$ cat src/rtl/rtu_rsp_dispatcher.sv
// rtu_rsp_dispatcher
// Producer side of the swcore RTU response interface. Takes one stream of
// lookup results from the RTU match engine, each tagged with its source port,
// sanitises mask/drop, and keeps a two-deep FIFO per port. The head entry
// drives that port's valid/mask/drop/prio outputs until the swcore acks it.
module rtu_rsp_dispatcher #(
  parameter int g_num_ports      = 11,
  parameter int g_prio_width     = 3,
  parameter int g_port_idx_width = 4,
  parameter bit g_allow_loopback = 1'b0
) (
  input  logic                                   clk_i,
  input  logic                                   rst_i,
  input  logic                                   req_valid_i,
  output logic                                   req_ready_o,
  input  logic [g_port_idx_width-1:0]            req_port_i,
  input  logic [g_num_ports-1:0]                 req_mask_i,
  input  logic                                   req_drop_i,
  input  logic [g_prio_width-1:0]                req_prio_i,
  output logic [g_num_ports-1:0]                 rtu_rsp_valid_o,
  input  logic [g_num_ports-1:0]                 rtu_rsp_ack_i,
  output logic [g_num_ports*g_num_ports-1:0]     rtu_dst_port_mask_o,
  output logic [g_num_ports-1:0]                 rtu_drop_o,
  output logic [g_num_ports*g_prio_width-1:0]    rtu_prio_o,
  output logic                                   err_o
);

  localparam int N = g_num_ports;
  localparam int P = g_prio_width;

  // Per-port storage: head slot drives the outputs, tail slot queues behind it.
  // occ counts entries (0, 1 or 2); the empty head is held at zero so the
  // output slices read 0 whenever valid is low.
  logic [1:0]   occ    [N];
  logic [N-1:0] h_mask [N];
  logic         h_drop [N];
  logic [P-1:0] h_prio [N];
  logic [N-1:0] t_mask [N];
  logic         t_drop [N];
  logic [P-1:0] t_prio [N];

  logic [31:0]  port_ext;
  logic         port_oor;
  logic [N-1:0] sel_oh;
  logic [N-1:0] full_vec;
  logic [N-1:0] pop_vec;
  logic [N-1:0] push_vec;
  logic         accept;
  logic [N-1:0] san_mask;
  logic         san_drop;

  // Decode the request port into a one-hot select; out-of-range ports select nothing.
  always_comb begin
    port_ext = 32'(req_port_i);
    port_oor = (port_ext >= N);
    sel_oh   = '0;
    if (!port_oor)
      sel_oh = {{(N-1){1'b0}}, 1'b1} << req_port_i;
  end

  // Per-port full and pop flags; an ack on an empty port is ignored.
  always_comb begin
    full_vec = '0;
    pop_vec  = '0;
    for (int i = 0; i < N; i++) begin
      full_vec[i] = (occ[i] == 2'd2);
      pop_vec[i]  = rtu_rsp_ack_i[i] && (occ[i] != 2'd0);
    end
  end

  // A full port can still accept when it is being acked in the same cycle.
  always_comb begin
    req_ready_o = !rst_i && (port_oor || !(|(sel_oh & full_vec & ~rtu_rsp_ack_i)));
    accept      = req_valid_i && req_ready_o;
    push_vec    = accept ? sel_oh : '0;
  end

  // Sanitise: optionally strip the source port's own bit, and drop anything
  // that ends up with nowhere to go.
  always_comb begin
    san_mask = g_allow_loopback ? req_mask_i : (req_mask_i & ~sel_oh);
    san_drop = req_drop_i || (san_mask == '0);
  end

  // FIFO update per port: pop happens before push, so a simultaneous
  // ack and accept keeps occupancy and queues the new entry last.
  always_ff @(posedge clk_i) begin
    if (rst_i) begin
      err_o <= 1'b0;
      for (int i = 0; i < N; i++) begin
        occ[i]    <= 2'd0;
        h_mask[i] <= '0;
        h_drop[i] <= 1'b0;
        h_prio[i] <= '0;
        t_mask[i] <= '0;
        t_drop[i] <= 1'b0;
        t_prio[i] <= '0;
      end
    end else begin
      err_o <= accept && port_oor;
      for (int i = 0; i < N; i++) begin
        if (pop_vec[i]) begin
          if (occ[i] == 2'd2) begin
            h_mask[i] <= t_mask[i];
            h_drop[i] <= t_drop[i];
            h_prio[i] <= t_prio[i];
            if (push_vec[i]) begin
              t_mask[i] <= san_mask;
              t_drop[i] <= san_drop;
              t_prio[i] <= req_prio_i;
            end else begin
              t_mask[i] <= '0;
              t_drop[i] <= 1'b0;
              t_prio[i] <= '0;
              occ[i]    <= 2'd1;
            end
          end else begin
            if (push_vec[i]) begin
              h_mask[i] <= san_mask;
              h_drop[i] <= san_drop;
              h_prio[i] <= req_prio_i;
            end else begin
              h_mask[i] <= '0;
              h_drop[i] <= 1'b0;
              h_prio[i] <= '0;
              occ[i]    <= 2'd0;
            end
          end
        end else if (push_vec[i]) begin
          if (occ[i] == 2'd0) begin
            h_mask[i] <= san_mask;
            h_drop[i] <= san_drop;
            h_prio[i] <= req_prio_i;
            occ[i]    <= 2'd1;
          end else begin
            t_mask[i] <= san_mask;
            t_drop[i] <= san_drop;
            t_prio[i] <= req_prio_i;
            occ[i]    <= 2'd2;
          end
        end
      end
    end
  end

  // Flatten the head slots onto the per-port output slices.
  for (genvar gi = 0; gi < N; gi++) begin : g_out
    assign rtu_rsp_valid_o[gi]             = (occ[gi] != 2'd0);
    assign rtu_dst_port_mask_o[gi*N +: N]  = h_mask[gi];
    assign rtu_drop_o[gi]                  = h_drop[gi];
    assign rtu_prio_o[gi*P +: P]           = h_prio[gi];
  end

endmodule

$ cat config.mk
export PLATFORM = sky130hd
export DESIGN_NAME = rtu_rsp_dispatcher
export DESIGN_NICKNAME = d
export VERILOG_FILES = /design/src/rtl/rtu_rsp_dispatcher.sv
export SDC_FILE = /design/constraint.sdc
export NUM_CORES = 1
export LEC_CHECK = 0
export BUFFER_PORTS_ARGS = -buffer_cell sky130_fd_sc_hd__buf_2
export CORE_UTILIZATION = 39
export CTS_CLUSTER_SIZE = 8
export DETAILED_ROUTE_END_ITERATION = 16
export PLACE_DENSITY = 0.58
export SLEW_MARGIN = 20
export SYNTH_ARGS = -nofsm -noshare
export SYNTH_HDL_FRONTEND = slang
export SYNTH_SLANG_ARGS = --single-unit
$ cat constraint.sdc
create_clock -name clk_i -period 8.56 [get_ports clk_i]
set_input_delay 0.856 -clock clk_i [delete_from_list [all_inputs] [get_ports clk_i]]
set_output_delay 0.856 -clock clk_i [all_outputs]
set_load 0.01 [all_outputs]
==> results by group <==
STA
  – Final period util: about 42%
  – WHS: just over 0.5 ns
  – Setup repair after global routing missed its margin: no
  – Total Neg Setup Slack: 0 ns
  – Setup clock skew after layout: approximately 0.023 ns
  – Count of endpoints failing hold in the final timing report: 0
  – Worst slew pin tran: about 1.2 ns
  – Tmin final: roughly 3.6 ns
  – Setup-violating endpoint count in the final report: 0
  – Max transition margin: between 15 and 20%
  – Fmax: roughly 280 MHz
  – Max-slew violation count: 0

Yosys
  – EDFF count, synth: between 300 and 400
  – Synth warn: 0
  – Cell with the most instances after synthesis: sky130_fd_sc_hd__edfxtp_1
  – Share of synthesized area occupied by flip-flops and latches: about two thirds
  – Cell types with the largest area share after synthesis: sky130_fd_sc_hd__edfxtp_1, sky130_fd_sc_hd__nor2_1, sky130_fd_sc_hd__a22oi_1
  – Post-Synthesis Cell Area: roughly 15,000 um^2
  – Number of unique standard cell types used by synthesis: between 60 and 70
  – Share of Yosys cell area claimed by the top area cell type: between 60% and 70%
  – Number of register bits inferred by synthesis: approximately 350
  – Mean post-synth cell area: 12.1 um^2
  – Top cells by instance count after synthesis: sky130_fd_sc_hd__edfxtp_1, sky130_fd_sc_hd__nor2_1, sky130_fd_sc_hd__a22oi_1, sky130_fd_sc_hd__nand2_1, sky130_fd_sc_hd__clkbuf_1
  – Ys async rst share: 0%
  – Syn Inst Count: approximately 1.3k
  – Yosys top cell by area: sky130_fd_sc_hd__edfxtp_1
  – Leading register cell type out of synthesis: sky130_fd_sc_hd__edfxtp_1

Clock tree
  – Count of clock tree sinks: around 350
  – Clock latency on the worst-skew pair: around 0.56 ns
  – Worst-path clk slew: about 0.05 ns
  – Quantity of hold-fixing buffers added after cts: 0
  – Root buffer selected by CTS: sky130_fd_sc_hd__clkbuf_16
  – Clock Path Buffers: 3
  – Number of buffers created by CTS: 50
  – CTS tree: done
  – # H-tree levels: 2
  – CTS resizes: 0
  – Post-CTS setup repair buffer count: 0

Final layout
  – Fraction of final layout cells sized beyond drive strength 1: 21.6%
  – Final Non-Filler Cells: around 2k
  – Final design area excluding fillers: 18,300 um^2
  – Final Net Count: between 1k and 1.5k
  – Area added between synthesis and finish: 18.3%

Placement
  – Number of input and output port buffers inserted: 210
  – Placed Cells incl. Taps: 1,928
  – Final weighted congestion of routability-driven global placement: about 0.9
  – Final HPWL from detailed placement: 30.1 mm
  – Area after DPL: 16,900 um^2

Power
  – Total power: approximately 4200 uW
  – Cell Pwr Density: around 230 nW/um^2
  – P_leak: approximately 0.007 uW
  – Peak VDD IR: around 130 uV

Global route
  – Via count of the first global-routing pass: 10.5k
  – Pin count of the biggest net entering global routing: 75
  – Global-route wire length before repair: 67.5 mm
  – Met1 Resource Use GR: roughly 30%
  – GRT busiest layer: met2
  – GRT Residual Overflow: 0
  – GR Util met2: 36.1%
  – Total global-route track usage: a little under a quarter
  – Met3 capacity usage during global routing: between 5 and 6%
  – Number of antenna violations at the first check in global routing: 9

Floorplanning
  – Initial core utilization: 39.8%
  – Die Footprint: approximately 40,000 um^2
  – Die width: ~200 um
  – Std-Cell Core Area: approximately 39,000 um^2
  – Height of the die: approximately 200 um
  – Floorplan row count: 72
  – Number of top-level design ports: approximately 210

Drt
  – Via-per-instance ratio: 5.54
  – Post-route antenna net violation count: 0
  – Total detailed-routing wirelength: around 46 mm
  – Iteration-0 DRC Markers: roughly 1.1k
  – DR DRC count: 0
  – Avg WL per Cell: between 20 and 25 um
  – Initial DRT Pass Iterations: 6
  – Via count: roughly 11k

Critical path
  – Internal reg-to-reg setup slack: ~5.6 ns
  – Max FO, Critical Path: 22
  – Worst Setup Path Type: primary input to primary output
  – Most frequent cell on the critical path: sky130_fd_sc_hd__buf_2
  – CP Data Required Time: ~7.7 ns
  – Ordered list of cells on the worst path: buf_2, nand4bb_1, o32ai_1, a211oi_1, o2111a_1, buf_2
  – Endpoint type of the worst setup path: primary output
  – Delay of the slowest cell on the worst path: 0.67 ns
  – Type of origin of the critical path: primary input
  – Data arrival time of the worst path: roughly 2.8 ns
  – Worst path slowest cell: sky130_fd_sc_hd__o32ai_1

Min path
  – Path type of the worst min-delay path: flip-flop to flip-flop

Status
  – Status: finished, final reports clean

Run
  – Max Cap Viol: 0
==> state kept, by name, indices dropped and copies added (netlist names) <==
name,flops
h_drop,11
t_mask,121
err_o,1
h_mask,121
t_prio,33
h_prio,33
occ,22
t_drop,11
==> worst paths after layout <==
kind / start / end / cells past startpoint
min reg2reg: t_drop[3] / h_drop[3] / 2
max: req_port_i[1] / req_ready_o / 6
min: t_drop[3] / h_drop[3] / 2
max reg2reg: occ[3][0] / h_prio[3][2] / 5
==> logic make-up (layout without fill, tap and decap cells) <==
family | Yosys count | in the layout | share of synthesized area (%)
other cells | 1 | 14 | 0.0243
flops | 353 | 353 | 68.6
xor+xnor | 6 | 6 | 0.340
compound gates | 247 | 247 | 10.8
buf+inv | 122 | 316 | 3.49
mux | 8 | 8 | 0.600
simple gates | 535 | 535 | 16.2
==> metal layers <==
metal / part of all wire (%) / up-vias / wire [um]
met5: 0.16 / - / 72
li1: - / 5032 / -
met2: 47 / 471 / 21600
met3: 8.6 / 83 / 3970
met1: 42 / 5465 / 19400
met4: 2.7 / 10 / 1250
==> worst max-delay path: cells and delay by family <==
kind                   cells  cell delay [ns]
and+or+nand+nor            1             0.28
buffers and inverters      2             0.48
AOI/OAI and AO/OA          3             1.15
==> layout by cell type (no fill, tap or decap), types with 4 or more instances in the layout <==
| cell type | count |
|---|---|
| sky130_fd_sc_hd__inv_1 | 19 |
| sky130_fd_sc_hd__nand4_1 | 7 |
| sky130_fd_sc_hd__buf_4 | 22 |
| sky130_fd_sc_hd__nor3b_1 | 6 |
| sky130_fd_sc_hd__nor3_1 | 26 |
| sky130_fd_sc_hd__a22oi_1 | 104 |
| sky130_fd_sc_hd__nor2_1 | 292 |
| sky130_fd_sc_hd__edfxtp_1 | 352 |
| sky130_fd_sc_hd__nand2_1 | 78 |
| sky130_fd_sc_hd__diode_2 | 4 |
| sky130_fd_sc_hd__xnor2_1 | 6 |
| sky130_fd_sc_hd__conb_1 | 10 |
| sky130_fd_sc_hd__nand3b_1 | 6 |
| sky130_fd_sc_hd__and3_1 | 7 |
| sky130_fd_sc_hd__nor4_1 | 4 |
| sky130_fd_sc_hd__o21ai_0 | 57 |
| sky130_fd_sc_hd__nand3_1 | 19 |
| sky130_fd_sc_hd__o21ai_1 | 5 |
| sky130_fd_sc_hd__nor4b_1 | 5 |
| sky130_fd_sc_hd__clkbuf_16 | 51 |
| sky130_fd_sc_hd__and2_1 | 11 |
| sky130_fd_sc_hd__a31oi_1 | 9 |
| sky130_fd_sc_hd__a21oi_1 | 28 |
| sky130_fd_sc_hd__mux2_2 | 6 |
| sky130_fd_sc_hd__nand2b_1 | 24 |
| sky130_fd_sc_hd__a21o_1 | 4 |
| sky130_fd_sc_hd__nor2b_1 | 14 |
| sky130_fd_sc_hd__a221oi_1 | 4 |
| sky130_fd_sc_hd__nand4bb_1 | 4 |
| sky130_fd_sc_hd__or3_1 | 4 |
| sky130_fd_sc_hd__buf_2 | 210 |
| sky130_fd_sc_hd__and2_0 | 4 |
| sky130_fd_sc_hd__clkbuf_1 | 12 |
==> per-stage QoR <==
stage               worst slack (ns)  utilization [%]
floorplan                       4.89                -
global placement                4.74             43.5
detailed placement              4.64             43.5
CTS                             4.97             47.0
global route                    4.79             47.0
finish                          4.93             47.0
==> report_power, final <==
group          switching, uW  total [uW]  internal (uW)
Combinational            265         371            106
Clock                    685        1740           1060
Sequential              44.9        2080           2030
Total                    995        4190           3200
==> layout make-up <==
type	instances	area (um^2)
fill	3465	20600
timing repair buffer	232	1220
sequential	353	10600
clock inverter	2	17.5
multi-input combinational	806	4380
tap	518	648
clock buffer	63	1320
antenna	4	10.0
inverter	19	71.3
Power figures use the tool's default switching activity.
